`config.mk`:
```
export PLATFORM = sky130hd
export DESIGN_NAME = uart_echo_engine_flat
export DESIGN_NICKNAME = d
export VERILOG_FILES = /design/src/rtl/uart_echo_if.sv /design/src/rtl/uart_echo_engine.sv /design/src/flat_wrapper.sv
export SDC_FILE = /design/constraint.sdc
export NUM_CORES = 1
export LEC_CHECK = 0
export BUFFER_PORTS_ARGS = -buffer_cell sky130_fd_sc_hd__buf_2
export CAP_MARGIN = 20
export CELL_PAD_IN_SITES_DETAIL_PLACEMENT = 1
export CELL_PAD_IN_SITES_GLOBAL_PLACEMENT = 2
export CORE_MARGIN = 2
export CORE_UTILIZATION = 33
export CTS_BUF_LIST = sky130_fd_sc_hd__clkbuf_8 sky130_fd_sc_hd__clkbuf_16
export CTS_CLUSTER_DIAMETER = 200
export DETAILED_ROUTE_END_ITERATION = 12
export PLACE_DENSITY = 0.81
export REMOVE_ABC_BUFFERS = 1
export SKIP_CTS_REPAIR_TIMING = 1
export SYNTH_ARGS = -nofsm -noshare
export SYNTH_HDL_FRONTEND = slang
export SYNTH_SLANG_ARGS = --single-unit
export TNS_END_PERCENT = 5
```
`constraint.sdc`:
```
create_clock -name i_clk -period 2.85 [get_ports i_clk]
set_clock_uncertainty 0.05 [all_clocks]
set_input_delay 0.57 -clock i_clk [delete_from_list [all_inputs] [get_ports i_clk]]
set_output_delay 0.57 -clock i_clk [all_outputs]
set_load 0.005 [all_outputs]
```
`src/rtl/uart_echo_if.sv`:
```
// FIFO-side handshake bundle for uart_echo_engine: rx FIFO head/pop and
// tx FIFO full/push. The engine uses the slave modport, and the FIFO side
// uses the master modport.
interface uart_echo_if #(
  parameter int DATA_W = 8
);
  logic              i_rx_empty;
  logic [DATA_W-1:0] i_rd_data;
  logic [2:0]        i_err;
  logic              o_rd_uart;
  logic              i_tx_full;
  logic              o_wr_uart;
  logic [DATA_W-1:0] o_wr_data;

  modport slave (
    input  i_rx_empty, i_rd_data, i_err, i_tx_full,
    output o_rd_uart, o_wr_uart, o_wr_data
  );

  modport master (
    output i_rx_empty, i_rd_data, i_err, i_tx_full,
    input  o_rd_uart, o_wr_uart, o_wr_data
  );
endinterface

```
`src/rtl/uart_echo_engine.sv`:
```
// uart_echo_engine: pops words from the uart rx FIFO, transforms them
// (pass / add INC / invert / bit-reverse) and pushes the result to the tx FIFO.
// It also keeps rx, tx and error statistics.
// Optional macro UART_ECHO_DROP_ERR_EN: when it is defined, words that arrive
// with error flags are counted and then discarded instead of being echoed.
//
// state | meaning
// IDLE  | waiting for i_en and a non-empty rx FIFO
// XFORM | pop strobe high, transform computed into result register
// SEND  | waiting for tx FIFO space, then push
// DONE  | push strobe high, return to IDLE (lets the pop settle)
module uart_echo_engine #(
  parameter int DATA_W = 8,
  parameter int INC    = 1,
  parameter int CNT_W  = 16
) (
  input  logic              i_clk,
  input  logic              i_reset_n,
  input  logic              i_en,
  input  logic [1:0]        i_mode,
  input  logic              i_clr,
  uart_echo_if.slave        fifo,
  output logic [DATA_W-1:0] o_last_rx,
  output logic [DATA_W-1:0] o_last_tx,
  output logic [CNT_W-1:0]  o_rx_cnt,
  output logic [CNT_W-1:0]  o_tx_cnt,
  output logic [CNT_W-1:0]  o_err_cnt,
  output logic              o_busy
);

  typedef enum logic [1:0] {
    IDLE  = 2'd0,
    XFORM = 2'd1,
    SEND  = 2'd2,
    DONE  = 2'd3
  } state_t;

  state_t            state;
  logic [DATA_W-1:0] data_q;
  logic [DATA_W-1:0] result_q;
  logic [1:0]        mode_q;
`ifdef UART_ECHO_DROP_ERR_EN
  logic              err_q;
`endif

  function automatic logic [DATA_W-1:0] xform(input logic [DATA_W-1:0] d,
                                              input logic [1:0]        m);
    logic [DATA_W-1:0] r;
    r = d;
    case (m)
      2'b00: r = d;
      2'b01: r = d + DATA_W'(INC);
      2'b10: r = ~d;
      default: begin
        for (int i = 0; i < DATA_W; i++) r[i] = d[DATA_W-1-i];
      end
    endcase
    return r;
  endfunction

  // Sequencing FSM with all outputs registered; i_clr overrides counter updates.
  always_ff @(posedge i_clk or negedge i_reset_n) begin
    if (!i_reset_n) begin
      state          <= IDLE;
      data_q         <= '0;
      result_q       <= '0;
      mode_q         <= '0;
`ifdef UART_ECHO_DROP_ERR_EN
      err_q          <= 1'b0;
`endif
      fifo.o_rd_uart <= 1'b0;
      fifo.o_wr_uart <= 1'b0;
      fifo.o_wr_data <= '0;
      o_last_rx      <= '0;
      o_last_tx      <= '0;
      o_rx_cnt       <= '0;
      o_tx_cnt       <= '0;
      o_err_cnt      <= '0;
      o_busy         <= 1'b0;
    end else begin
      fifo.o_rd_uart <= 1'b0;
      fifo.o_wr_uart <= 1'b0;
      case (state)
        IDLE: begin
          if (i_en && !fifo.i_rx_empty) begin
            data_q         <= fifo.i_rd_data;
            o_last_rx      <= fifo.i_rd_data;
            mode_q         <= i_mode;
`ifdef UART_ECHO_DROP_ERR_EN
            err_q          <= (fifo.i_err != 3'b000);
`endif
            fifo.o_rd_uart <= 1'b1;
            o_rx_cnt       <= o_rx_cnt + CNT_W'(1);
            if (fifo.i_err != 3'b000) o_err_cnt <= o_err_cnt + CNT_W'(1);
            o_busy         <= 1'b1;
            state          <= XFORM;
          end
        end
        XFORM: begin
          result_q <= xform(data_q, mode_q);
`ifdef UART_ECHO_DROP_ERR_EN
          if (err_q) begin
            o_busy <= 1'b0;
            state  <= IDLE;
          end else begin
            state  <= SEND;
          end
`else
          state    <= SEND;
`endif
        end
        SEND: begin
          if (!fifo.i_tx_full) begin
            fifo.o_wr_data <= result_q;
            fifo.o_wr_uart <= 1'b1;
            o_last_tx      <= result_q;
            o_tx_cnt       <= o_tx_cnt + CNT_W'(1);
            state          <= DONE;
          end
        end
        default: begin
          o_busy <= 1'b0;
          state  <= IDLE;
        end
      endcase
      if (i_clr) begin
        o_rx_cnt  <= '0;
        o_tx_cnt  <= '0;
        o_err_cnt <= '0;
      end
    end
  end

endmodule

```
`src/flat_wrapper.sv`:
```
// flat-port wrapper written by rule: the top's interface ports become plain ports
module uart_echo_engine_flat 
#(
  parameter int DATA_W = 8,
  parameter int INC    = 1,
  parameter int CNT_W  = 16
)
  (i_clk, i_reset_n, i_en, i_mode, i_clr, o_last_rx, o_last_tx, o_rx_cnt, o_tx_cnt, o_err_cnt, o_busy, fifo_i_rx_empty, fifo_i_rd_data, fifo_i_err, fifo_i_tx_full, fifo_o_rd_uart, fifo_o_wr_uart, fifo_o_wr_data);
  uart_echo_if #(.DATA_W(DATA_W)) fifo_i ();
  input  logic i_clk;
  input  logic i_reset_n;
  input  logic i_en;
  input  logic [1:0] i_mode;
  input  logic i_clr;
  output logic [DATA_W-1:0] o_last_rx;
  output logic [DATA_W-1:0] o_last_tx;
  output logic [CNT_W-1:0] o_rx_cnt;
  output logic [CNT_W-1:0] o_tx_cnt;
  output logic [CNT_W-1:0] o_err_cnt;
  output logic o_busy;
  input wire logic [$bits(fifo_i.i_rx_empty)-1:0] fifo_i_rx_empty;
  input wire logic [$bits(fifo_i.i_rd_data)-1:0] fifo_i_rd_data;
  input wire logic [$bits(fifo_i.i_err)-1:0] fifo_i_err;
  input wire logic [$bits(fifo_i.i_tx_full)-1:0] fifo_i_tx_full;
  output wire logic [$bits(fifo_i.o_rd_uart)-1:0] fifo_o_rd_uart;
  output wire logic [$bits(fifo_i.o_wr_uart)-1:0] fifo_o_wr_uart;
  output wire logic [$bits(fifo_i.o_wr_data)-1:0] fifo_o_wr_data;
  assign fifo_i.i_rx_empty = fifo_i_rx_empty;
  assign fifo_i.i_rd_data = fifo_i_rd_data;
  assign fifo_i.i_err = fifo_i_err;
  assign fifo_i.i_tx_full = fifo_i_tx_full;
  assign fifo_o_rd_uart = fifo_i.o_rd_uart;
  assign fifo_o_wr_uart = fifo_i.o_wr_uart;
  assign fifo_o_wr_data = fifo_i.o_wr_data;
  uart_echo_engine #(.DATA_W(DATA_W), .INC(INC), .CNT_W(CNT_W)) u_core (.i_clk(i_clk), .i_reset_n(i_reset_n), .i_en(i_en), .i_mode(i_mode), .i_clr(i_clr), .fifo(fifo_i), .o_last_rx(o_last_rx), .o_last_tx(o_last_tx), .o_rx_cnt(o_rx_cnt), .o_tx_cnt(o_tx_cnt), .o_err_cnt(o_err_cnt), .o_busy(o_busy));
endmodule
```
# [Word-level counts from Yosys, hierarchy flattened]
# Cells that the tools add are included.
# Widths: inputs -> output; s select.
[op_classes] addsub=4 mul=0 n_div=0 magnitude_cmp=0 eq_ne=7 shift=0 muxes=20 bitwise_logic=3 n_reduce_logical=17
[op_table] cell="$mux 16" count=10
[op_table] cell="$add 16x1->16 const B" count=3
[op_table] cell="$pmux 8 s3" count=1
[op_table] cell="$reduce_and 2->1" count=6
[op_table] cell="$add 8x1->8 const B" count=1
[op_table] cell="$not 8->8" count=1
[op_table] cell="$reduce_bool 2->1" count=4
[op_table] cell="$pmux 2 s3" count=1
[op_table] cell="$mux 1" count=5
[op_table] cell="$eq 2x1->1 const B" count=2
[op_table] cell="$eq 2x2->1 const B" count=2
[op_table] cell="$logic_not 2->1" count=2
[op_table] cell="$mux 2" count=2
[op_table] cell="$ne 2x2->1 const B" count=2
[op_table] cell="$reduce_and 3->1" count=1
[op_table] cell="$reduce_bool 3->1" count=1
[op_table] cell="$ne 2x1->1 const B" count=1
[op_table] cell="$not 1->1" count=2
[op_table] cell="$pmux 1 s2" count=1
[op_table] cell="$reduce_or 2->1" count=1
[op_table] cell="$logic_and 1x1->1" count=1
[op_table] cell="$logic_not 1->1" count=1
[totals] ff_bits=79 latchBits=0 ramBits=0 romBits=0 inputBits=19 out_inout_bits=75 elab_cells=62 n_memories=0

# [Depth between registers and ports, before layout]
# Gate-level depths: netlist of the first run.
[logic_depth] word_depth=5 ltp_mapped=8 mapped_depth_nobuf=6

# [Least setup slack after synthesis of the first run]
# No wires, ideal clock.
[synth_timing] path_type="register -> register" startpoint="reg u_core.state[0]" endpoint="reg u_core.o_err_cnt[15]" setup_time_ps=78 t_arrival_ps=2077 t_required_ps=2722 setup_slack_ps=645 stages_incl_launch_ff=8 path_buffers=1 period_less_slack_ps=2205 cell_sequence="dfrtp_1 > inv_1 > ha_1 > nand3b_1 > or4_1 > buf_2 > or4_1 > a21oi_1"
[synth_between] elab_chain_len=3
[synth_rtl] element="from (decl)" line_no="uart_echo_engine.sv:38" source="state_t state;"
[synth_rtl] element="from (signal assigned)" line_no="uart_echo_engine.sv:64" source="state <= IDLE;"
[synth_rtl] element="from (signal assigned)" line_no="uart_echo_engine.sv:96" source="state <= XFORM;"
[synth_rtl] element="from (signal assigned)" line_no="uart_echo_engine.sv:109" source="state <= SEND;"
[synth_rtl] element="$logic_not 2->1" line_no="uart_echo_engine.sv:83" source="case (state)"
[synth_rtl] element="$reduce_bool 2->1 (no source line)"
[synth_rtl] element="$reduce_and 3->1 (no source line)"
[synth_rtl] element="to (signal assigned)" line_no="uart_echo_engine.sv:94" source="if (fifo.i_err != 3'b000) o_err_cnt <= o_err_cnt + CNT_W'(1);"
[synth_rtl] element="to (decl)" line_no="uart_echo_engine.sv:27" source="output logic [CNT_W-1:0] o_err_cnt,"
# No other way between the ends.
# A chain may end at the register's enable or synchronous reset.

# [Worst setup path after layout of the first run]
[layout_timing] startpoint="reg u_core.state[1]" endpoint="reg u_core.o_err_cnt[15]"
# The elaborated chain is that of the path after synthesis.

==> reports/metrics.csv, run 1 <==
stage,metric,value,unit
cts,tritoncts,built,
route,finalWirelength,10400,um
route,drcViolationCount,0,
floorplan,rows,40,
synthesis,ys_async_sr_fraction,100,%
power,power.total,3.99,mW
cts,clock_path_buffers,2,
worst_setup_path,cp_data_arrival_time,2.62,ns
cts,root_buffer,clkbuf_16,
global_route,grt_pass1_wl,17600,um
cts,numCtsBuffers,9,
cts,worstSkewPairLatency,0.34,ns
synthesis,syn_area,0.00398,mm2
synthesis,syn_avg_cell_area,9.51,um2
sta,worst_slew_pin_slew,0.989,ns
finish,final_util,41.4,%
route,vias,3355,
route,routedWlPerCell,16.0,um
finish,syn2layout_area_growth,23.5,%
sta,grt_setup_unrepaired,false,
route,ant_nets,0,
finish,final_nets,525,
worst_setup_path,worstSetupPathType,register to register,
sta,slew-limit-headroom,33.6,%
sta,period_share,84.5,%
outcome,status,finished clean,
placed_design,hpwl,7510,um
floorplan,core-area,0.0119,mm2
finish,n_antenna_cell,0,
floorplan,initial_core_util,33.5,%
route,vias_per_cell,5.15,
placed_design,io_buffers,93,
global_route,grt_pass1_vias,3391,
power,power.density,812,mW/mm2
floorplan,die_area,0.0129,mm2
sta,slew_viol_final,0,
sta,period_needed,2.41,ns
cts,cts.clk_slew.worst_paths,0.06,ns
sta,finalSetupViolCount,0,
route,first_iter_violations,92,
min_path,min_path_type,primary input to async pin,
power,p_leak,2.28,nW
cts,htreeDepth,3,
global_route,grt_usage,17.2,%
cts,clock-sinks,79,
synthesis,ys_seq_area_share,49.7,%
worst_setup_path,start_kind,register,
synthesis,ys.warnings.count,0,
global_route,grt_max_degree,42,
sta,hold-worst-slack,0.156,ns
power,vdd_drop_max,0.380,mV
worst_setup_path,critPathCaptureType,register,
floorplan,dieWidth,114,um
sta,finalHoldViolCount,0,
route,first_pass_iters,4,
synthesis,synth_flop_cell,dfrtp_1,
synthesis,syn-instance-count,418,
worst_setup_path,required,3.07,ns
synthesis,ys_types,40,
sta,fmax,0.415,GHz
sta,tns,0,ns
floorplan,ios,94,
global_route,antenna_found_initial,0,
synthesis,synth_edf_count,0,
job,cap_violations,0,
synthesis,ys_seq_elements,79,
placed_design,gp_congestion,0.753,
floorplan,die_h,114,um
global_route,overflow,0,
worst_setup_path,crit_fanout,7,
finish,layout-drive-gt1-share,24.6,%
## per-layer routing
layer	vias to the layer above	global-route usage (%)	wire (um)
li1	1614	-	-
met1	1665	22.9	4920
met2	65	28.2	5080
met3	11	2.60	267
met4	0	6.83	177
met5	-	0	0
## cells in the final DEF (no fill, tap or decap), types with 2 or more instances in the layout
master and count:
ha_1 7, nand2b_1 3, nor2_1 36, inv_1 17
mux2i_1 4, clkbuf_16 9, nand4b_1 3, nor4_1 9
nor2b_1 5, bufinv_16 4, mux2_2 10, dfrtp_1 79
nand3_1 12, o22a_1 2, or4_1 9, nand3b_1 2
nand2_1 54, buf_4 5, xor2_1 12, a31oi_1 3
o21ai_0 25, nand4_1 13, xnor2_1 21, nor3_1 9
and4_1 2, a21oi_1 21, a311oi_1 2, o211ai_1 5
or3_1 12, and4b_1 2, o31ai_1 4, buf_2 92
## synth_stat cells (all sizes together), types with 10 or more instances
cell type	count	share of area, %
buf	16	2.3
nor2	36	3.4
dfrtp	79	50
xor2	12	2.6
a21oi	21	2.6
xnor2	21	4.6
clkbuf	12	1.1
o21ai	25	3.1
or3	12	1.9
inv	16	1.5
nand4	14	2.4
nand2	54	5.1
mux2	10	2.8
nand3	12	1.5
## power breakdown
group | internal (mW) | switching (mW)
combinational | 0.458 | 0.480
sequential | 1.34 | 0.275
clock | 0.967 | 0.468
total | 2.76 | 1.22
## area by class of cell
cell class | instances | area, um2
Clock buffer | 10 | 239
Clock inverter | 6 | 133
Fill cell | 1358 | 6950
Inverter | 16 | 60.1
Multi-Input combinational cell | 295 | 1800
Sequential cell | 79 | 1980
Tap cell | 147 | 184
Timing Repair Buffer | 98 | 518
## registers in the layout (all words and copies together) (netlist names)
register,flops
u_core.o_err_cnt,16
u_core.o_rx_cnt,16
u_core.o_tx_cnt,16
u_core.fifo.o_wr_data,8
u_core.o_last_rx,8
u_core.result_q,8
u_core.mode_q,2
u_core.state,2
u_core.fifo.o_rd_uart,1
u_core.fifo.o_wr_uart,1
u_core.o_busy,1
## path summary, 6_finish.rpt
path,from,to,slack (ns),depth (start not counted)
max in group asynchronous,i_reset_n,u_core.result_q[7],1.97,2
min in group i_clk,fifo_i_rd_data[3],u_core.o_last_rx[3],0.36,3
setup / recovery,u_core.state[1],u_core.o_err_cnt[15],0.44,6
setup reg to reg,u_core.state[1],u_core.o_err_cnt[15],0.44,6
hold / removal,i_reset_n,u_core.o_rx_cnt[10],0.16,1
hold reg to reg,u_core.result_q[2],u_core.fifo.o_wr_data[2],0.45,1
## through the flow
stage / std cells / setup slack, ns / area (um2)
after floorplan: 390 / 0.263 / 3840
after global placement: 635 / 0.527 / 4540
after detailed placement: 635 / 0.400 / 4540
after CTS: 651 / 0.378 / 4910
after global routing: 651 / 0.228 / 4910
final: 651 / 0.441 / 4910
## worst max-delay path: stages (launching register included)
cell,delay (ns)
dfrtp_1,0.38
inv_1,0.10
ha_1,0.29
nand3b_1,0.16
or4_1,0.66
or4_1,0.54
a21oi_1,0.15
## cells by family after synthesis
family                     share of synthesized area [%]
and+or+nand+nor                                     22.1
muxes                                               3.84
buffers and inverters                               4.97
adders and majority gates                           2.20
AOI/OAI and AO/OA                                   9.92
DFF                                                 49.7
xor gates and xnor gates                            7.27
Power figures use the tool's default switching activity.
==> run 2: changes to the inputs <==
Settings changed: CORE_UTILIZATION 33 to 29, PLACE_DENSITY 0.81 to 0.75.
Clock period 2.85 ns to 2.2 ns, I/O delays scaled along.
==> run 2 against run 1 <==
Sequential cell count unchanged. Non-clock buffer count up 20. First-iteration DRC count up 58%. Via count up 2.2%. Total power up 22%. Wire length up 1.7%. Count of clock-buffer cells in the layout up 3. Sequential power up 27%. Setup slack worse by 0.35 ns. Core utilization down 3.5 points.
==> reports/metrics.csv, run 2 (synthesized netlist as in run 1, its figures left out) <==
stage,metric,value,unit,change
outcome,status,finished clean,,
route,first_pass_iters,4,,unchanged
worst_setup_path,r2r-start,u_core.state[0],,
cts,worstSkewPairLatency,0.34,ns,about the same
placed_design,io_buffers,93,,unchanged
finish,final_nets,545,,+3.8%
worst_setup_path,critPathTopFamily,simple AND/OR/NAND/NOR gates,,
job,cap_violations,0,,unchanged
finish,final_util,37.9,%,-3.5 points
placed_design,hpwl,7760,um,+3.3%
finish,fillers,1581,,+16%
worst_setup_path,crit_fanout,6,,-1
route,wl_met3,472,um,+77%
sta,period_share,95.9,%,+11 points
finish,syn2layout_area_growth,26.8,%,
sta,slew-limit-headroom,61.8,%,+28 points
placed_design,gp_congestion,0.763,,+1.3%
sta,finalSetupViolCount,0,,unchanged
worst_setup_path,worstSetupPathType,register to register,,
floorplan,die_h,121,um,+6.4%
power,p_leak,2.34,nW,+2.9%
min_path,min_path_type,primary input to async pin,,
route,vias,3428,,+2.2%
route,drcViolationCount,0,,unchanged
cts,clock-sinks,79,,unchanged
power,vdd_drop_max,0.574,mV,+51%
cts,clock_path_buffers,2,,unchanged
sta,period_needed,2.11,ns,-0.300 ns
route,met2_length,5040,um,-0.65%
placed_design,dp_worst_setup_slack,-0.0848,ns,-0.485 ns
route,topRoutingLayerUsed,met4,,
sta,finalHoldViolCount,0,,unchanged
sta,slew_viol_final,0,,unchanged
worst_setup_path,slowest_delay,0.52,ns,-0.14 ns
finish,final_common_cell,buf_2,,
route,first_iter_violations,145,,+58%
finish,multi_input_area,0.00181,mm2,+0.76%
cts,tritoncts,built,,
worst_setup_path,worst-path-buf-inv,1,,unchanged
power,power.density,967,mW/mm2,+19%
route,vias_per_cell,4.90,,-5.0%
worst_setup_path,critPathCaptureType,register,,
finish,regArea,0.00198,mm2,unchanged
sta,worst_slew_pin_slew,0.573,ns,-0.416 ns
worst_setup_path,cp_data_arrival_time,2.32,ns,-0.30 ns
cts,root_buffer,clkbuf_16,,
sta,hold-worst-slack,0.0238,ns,-0.132 ns
cts,cts.clk_slew.worst_paths,0.06,ns,about the same
floorplan,die_area,0.0147,mm2,+13%
worst_setup_path,required,2.41,ns,-0.66 ns
cts,htreeDepth,3,,unchanged
route,ant_nets,0,,unchanged
global_route,overflow,0,,unchanged
global_route,antenna_found_initial,0,,unchanged
global_route,grt_pass1_vias,3480,,+2.6%
sta,fmax,0.474,GHz,+14%
finish,layout-drive-gt1-share,28.4,%,+3.8 points
floorplan,dieWidth,121,um,+6.4%
floorplan,core-area,0.0133,mm2,+12%
floorplan,initial_core_util,29.9,%,-3.6 points
global_route,grt_max_degree,38,,-9.5%
route,finalWirelength,10600,um,+1.7%
sta,finalWorstSetupSlack,0.0910,ns,-0.350 ns
global_route,grt_usage,15.3,%,-1.9 points
global_route,grt_pass1_wl,17700,um,+0.35%
worst_setup_path,rr_worst_depth,6,,unchanged
floorplan,rows,42,,+5.0%
finish,top_regs,"u_core.o_err_cnt (16), u_core.o_rx_cnt (16), u_core.o_tx_cnt (16)",,
worst_setup_path,regToRegSetupSlack,0.09,ns,-0.35 ns
finish,final_cell_mix,"buf_2 (92), dfrtp_1 (79), nand2_1 (54), nor2_1 (36), o21ai_0 (25)",,
route,drt-met1-wl,4970,um,+0.98%
floorplan,ios,94,,unchanged
cts,numCtsBuffers,9,,unchanged
finish,n_antenna_cell,0,,unchanged
worst_setup_path,critical-path-slowest-cell,or4_1,,
power,power.total,4.88,mW,+22%
worst_setup_path,crit_path_cell_trace,inv_1 -> ha_2 -> nand3b_1 -> or4_4 -> or4_1 -> a21oi_1,,
sta,grt_setup_unrepaired,true,,
worst_setup_path,start_kind,register,,
route,routedWlPerCell,15.2,um,-5.4%
worst_setup_path,reg2reg_to,u_core.o_err_cnt[15],,
## run 2: changes by cell type in the layout (fill, tap and decap cells not counted), moves of 3 or more
cell       previous run  this run
clkbuf_8              1         4
or4_1                 9         6
or4_4                 0         3
bufinv_16             4         0
buf_4                 5        24
## run 2: final cells by class
| class | instances | area share, % |
|---|---|---|
| multi-input cells | 295 | 36.0 |
| repair buffers | 118 | 13.3 |
| inverters | 16 | 1.19 |
| flip-flops and latches | 79 | 39.2 |
| well taps | 176 | 4.37 |
| clock inverters | 3 | 0.323 |
| clock buffers | 13 | 5.56 |
## run 2: per-layer routing
layer	global-route usage [%]	vias up
li1	-	1664
met1	20.2	1688
met2	24.8	68
met3	3.52	8
met4	4.58	0
met5	0	-
## run 2: through the flow
step                      setup TNS, ns  instances  instance area [um2]
after floorplan                   -1.47        390                 3840
after global placement         -0.00110        682                 4710
after detailed placement         -0.105        682                 4710
after CTS                        -0.162        698                 5010
after global routing            -0.0284        700                 5040
final                                 0        700                 5040
## run 2: how the worst max path moves through the flow
| stage | start | endpoint | slack (ns) | cells past startpoint |
|---|---|---|---|---|
| final | u_core.state[0] | u_core.o_err_cnt[15] | 0.09 | 6 |
| after global routing | u_core.state[0] | u_core.o_err_cnt[12] | -0.03 | 7 |
| after CTS | u_core.state[1] | u_core.o_err_cnt[15] | -0.11 | 6 |
| after detailed placement | u_core.state[1] | u_core.o_err_cnt[15] | -0.08 | 6 |
| after global placement | fifo_i_rx_empty | u_core.o_err_cnt[15] | -0.001 | 5 |
| after floorplan | u_core.state[0] | u_core.o_err_cnt[15] | -0.39 | 6 |
## run 2: worst register-to-register path: cells and delay by family, from the launching register on
family | cells | cell delay, ns
simple gates | 3 | 1.17
flops | 1 | 0.37
compound gates | 1 | 0.17
buf+inv | 1 | 0.08
fa+ha+maj | 1 | 0.18
## run 2: power breakdown
group          internal, mW  total [mW]  switching (mW)  leakage (nW)
clock network         0.882        1.47           0.591         0.149
logic                 0.662        1.35           0.692          1.14
registers              1.73        2.05           0.314          1.05
==> run 3: changes to the inputs <==
Settings changed: CTS_BUF_LIST sky130_fd_sc_hd__clkbuf_8 sky130_fd_sc_hd__clkbuf_16 to unset.
==> run 3 against run 2 <==
Hold slack about the same. Non-clock buffer count unchanged. Count of clock-buffer cells in the layout increased by 1. Combinational power about the same. Cell count unchanged. Highest routed layer unchanged. Wire length about the same.
==> reports/metrics.csv, run 3 (synthesized netlist as in run 1, its figures left out) <==
stage,metric,value,unit,change
route,routedWlPerCell,15.2,um,about the same
global_route,antenna_found_initial,0,,unchanged
sta,tns,0,ns,unchanged
worst_setup_path,start_kind,register,,
sta,period_share,95.9,%,unchanged
cts,numCtsBuffers,9,,unchanged
worst_setup_path,critPathCaptureType,register,,
finish,syn2layout_area_growth,26.8,%,unchanged
sta,finalSetupViolCount,0,,unchanged
worst_setup_path,crit_fanout,6,,unchanged
outcome,status,finished clean,,
route,met2_length,5040,um,unchanged
finish,stdcell_count,700,,unchanged
floorplan,core-area,0.0133,mm2,unchanged
finish,final_cell_mix,"buf_2 (92), dfrtp_1 (79), nand2_1 (54), nor2_1 (36), o21ai_0 (25)",,
floorplan,dieWidth,121,um,unchanged
sta,period_needed,2.11,ns,unchanged
power,power.density,968,mW/mm2,about the same
worst_setup_path,cp_data_arrival_time,2.32,ns,about the same
route,topRoutingLayerUsed,met4,,
sta,slew_viol_final,0,,unchanged
route,vias_per_cell,4.90,,unchanged
floorplan,ios,94,,unchanged
finish,n_antenna_cell,0,,unchanged
job,cap_violations,0,,unchanged
floorplan,initial_core_util,29.9,%,unchanged
finish,top_regs,"u_core.o_err_cnt (16), u_core.o_rx_cnt (16), u_core.o_tx_cnt (16)",,
route,drcViolationCount,0,,unchanged
route,first_pass_iters,4,,unchanged
cts,htreeDepth,3,,unchanged
sta,worst_slew_pin_slew,0.573,ns,-0.0000449 ns
min_path,min_path_type,primary input to async pin,,
floorplan,rows,42,,unchanged
placed_design,placed_cells,682,,unchanged
route,finalWirelength,10600,um,about the same
worst_setup_path,required,2.41,ns,about the same
placed_design,gp_congestion,0.763,,unchanged
finish,final_util,37.9,%,unchanged
route,wl_met3,472,um,unchanged
finish,final_common_cell,buf_2,,
power,power.total,4.88,mW,about the same
worst_setup_path,worstSetupPathType,register to register,,
global_route,grt_pass1_wl,17700,um,unchanged
placed_design,hpwl,7760,um,unchanged
cts,tritoncts,built,,
finish,final_nets,545,,unchanged
route,vias,3428,,unchanged
sta,hold-worst-slack,0.0238,ns,-0.00000220 ns
floorplan,die_area,0.0147,mm2,unchanged
cts,worstSkewPairLatency,0.34,ns,about the same
sta,grt_setup_unrepaired,true,,
finish,fillers,1581,,unchanged
cts,root_buffer,clkbuf_16,,
cts,cts.clk_slew.worst_paths,0.06,ns,about the same
global_route,overflow,0,,unchanged
power,vdd_drop_max,0.574,mV,about the same
cts,clock_path_buffers,2,,unchanged
placed_design,io_buffers,93,,unchanged
route,first_iter_violations,145,,unchanged
global_route,grt_pass1_vias,3480,,unchanged
cts,clock-sinks,79,,unchanged
route,drt-met1-wl,4970,um,about the same
sta,slew-limit-headroom,61.8,%,about the same
route,ant_nets,0,,unchanged
finish,layout-drive-gt1-share,28.4,%,unchanged
floorplan,die_h,121,um,unchanged
sta,finalHoldViolCount,0,,unchanged
global_route,grt_usage,15.3,%,unchanged
sta,fmax,0.474,GHz,unchanged
power,p_leak,2.34,nW,-0.18%
global_route,grt_max_degree,38,,unchanged
-- run 3: cell types whose count changed in the layout (fill, tap and decap cells not counted) --
cell / change
clkbuf_1: +1
inv_1: -1
-- run 3: path summary, 6_finish.rpt --
path	start	end	slack, ns	cells after the start
worst max-delay path	u_core.state[0]	u_core.o_err_cnt[15]	0.09	6
worst min-delay path	i_reset_n	u_core.o_rx_cnt[6]	0.02	1
worst max register to register	u_core.state[0]	u_core.o_err_cnt[15]	0.09	6
worst min register to register	u_core.result_q[5]	u_core.fifo.o_wr_data[5]	0.46	1
max in group asynchronous	i_reset_n	u_core.result_q[5]	1.51	2
min in group i_clk	fifo_i_rd_data[6]	u_core.o_last_rx[6]	0.24	3
-- run 3: cell type report --
| type | count | area [um2] | area share [%] |
|---|---|---|---|
| Multi-Input combinational cell | 295 | 1810 | 36.0 |
| Timing Repair Buffer | 118 | 672 | 13.3 |
| Clock inverter | 2 | 12.5 | 0.248 |
| Clock buffer | 14 | 284 | 5.64 |
| Sequential cell | 79 | 1980 | 39.2 |
| Inverter | 16 | 60.1 | 1.19 |
| Tap cell | 176 | 220 | 4.37 |
-- run 3: stage by stage --
step	area (um2)	setup slack, ns
2_1_floorplan	3840	-0.387
6_report	5040	0.0910
5_1_grt	5040	-0.0284
3_5_place_dp	4710	-0.0848
3_3_place_gp	4710	-0.00110
4_1_cts	5010	-0.112
-- run 3: routing by layer --
| layer | GRT usage [%] | vias to the layer above |
|---|---|---|
| li1 | - | 1664 |
| met1 | 20.2 | 1688 |
| met2 | 24.8 | 68 |
| met3 | 3.52 | 8 |
| met4 | 4.58 | 0 |
| met5 | 0 | - |
-- run 3: worst max-delay path, stage by stage, from the launching register on --
cell      delay, ns
dfrtp_1        0.37
inv_1          0.08
ha_2           0.18
nand3b_1       0.16
or4_4          0.49
or4_1          0.52
a21oi_1        0.17
-- run 3: power by group --
part	internal, mW	switching (mW)
logic	0.662	0.691
clock network	0.887	0.591
registers	1.73	0.314
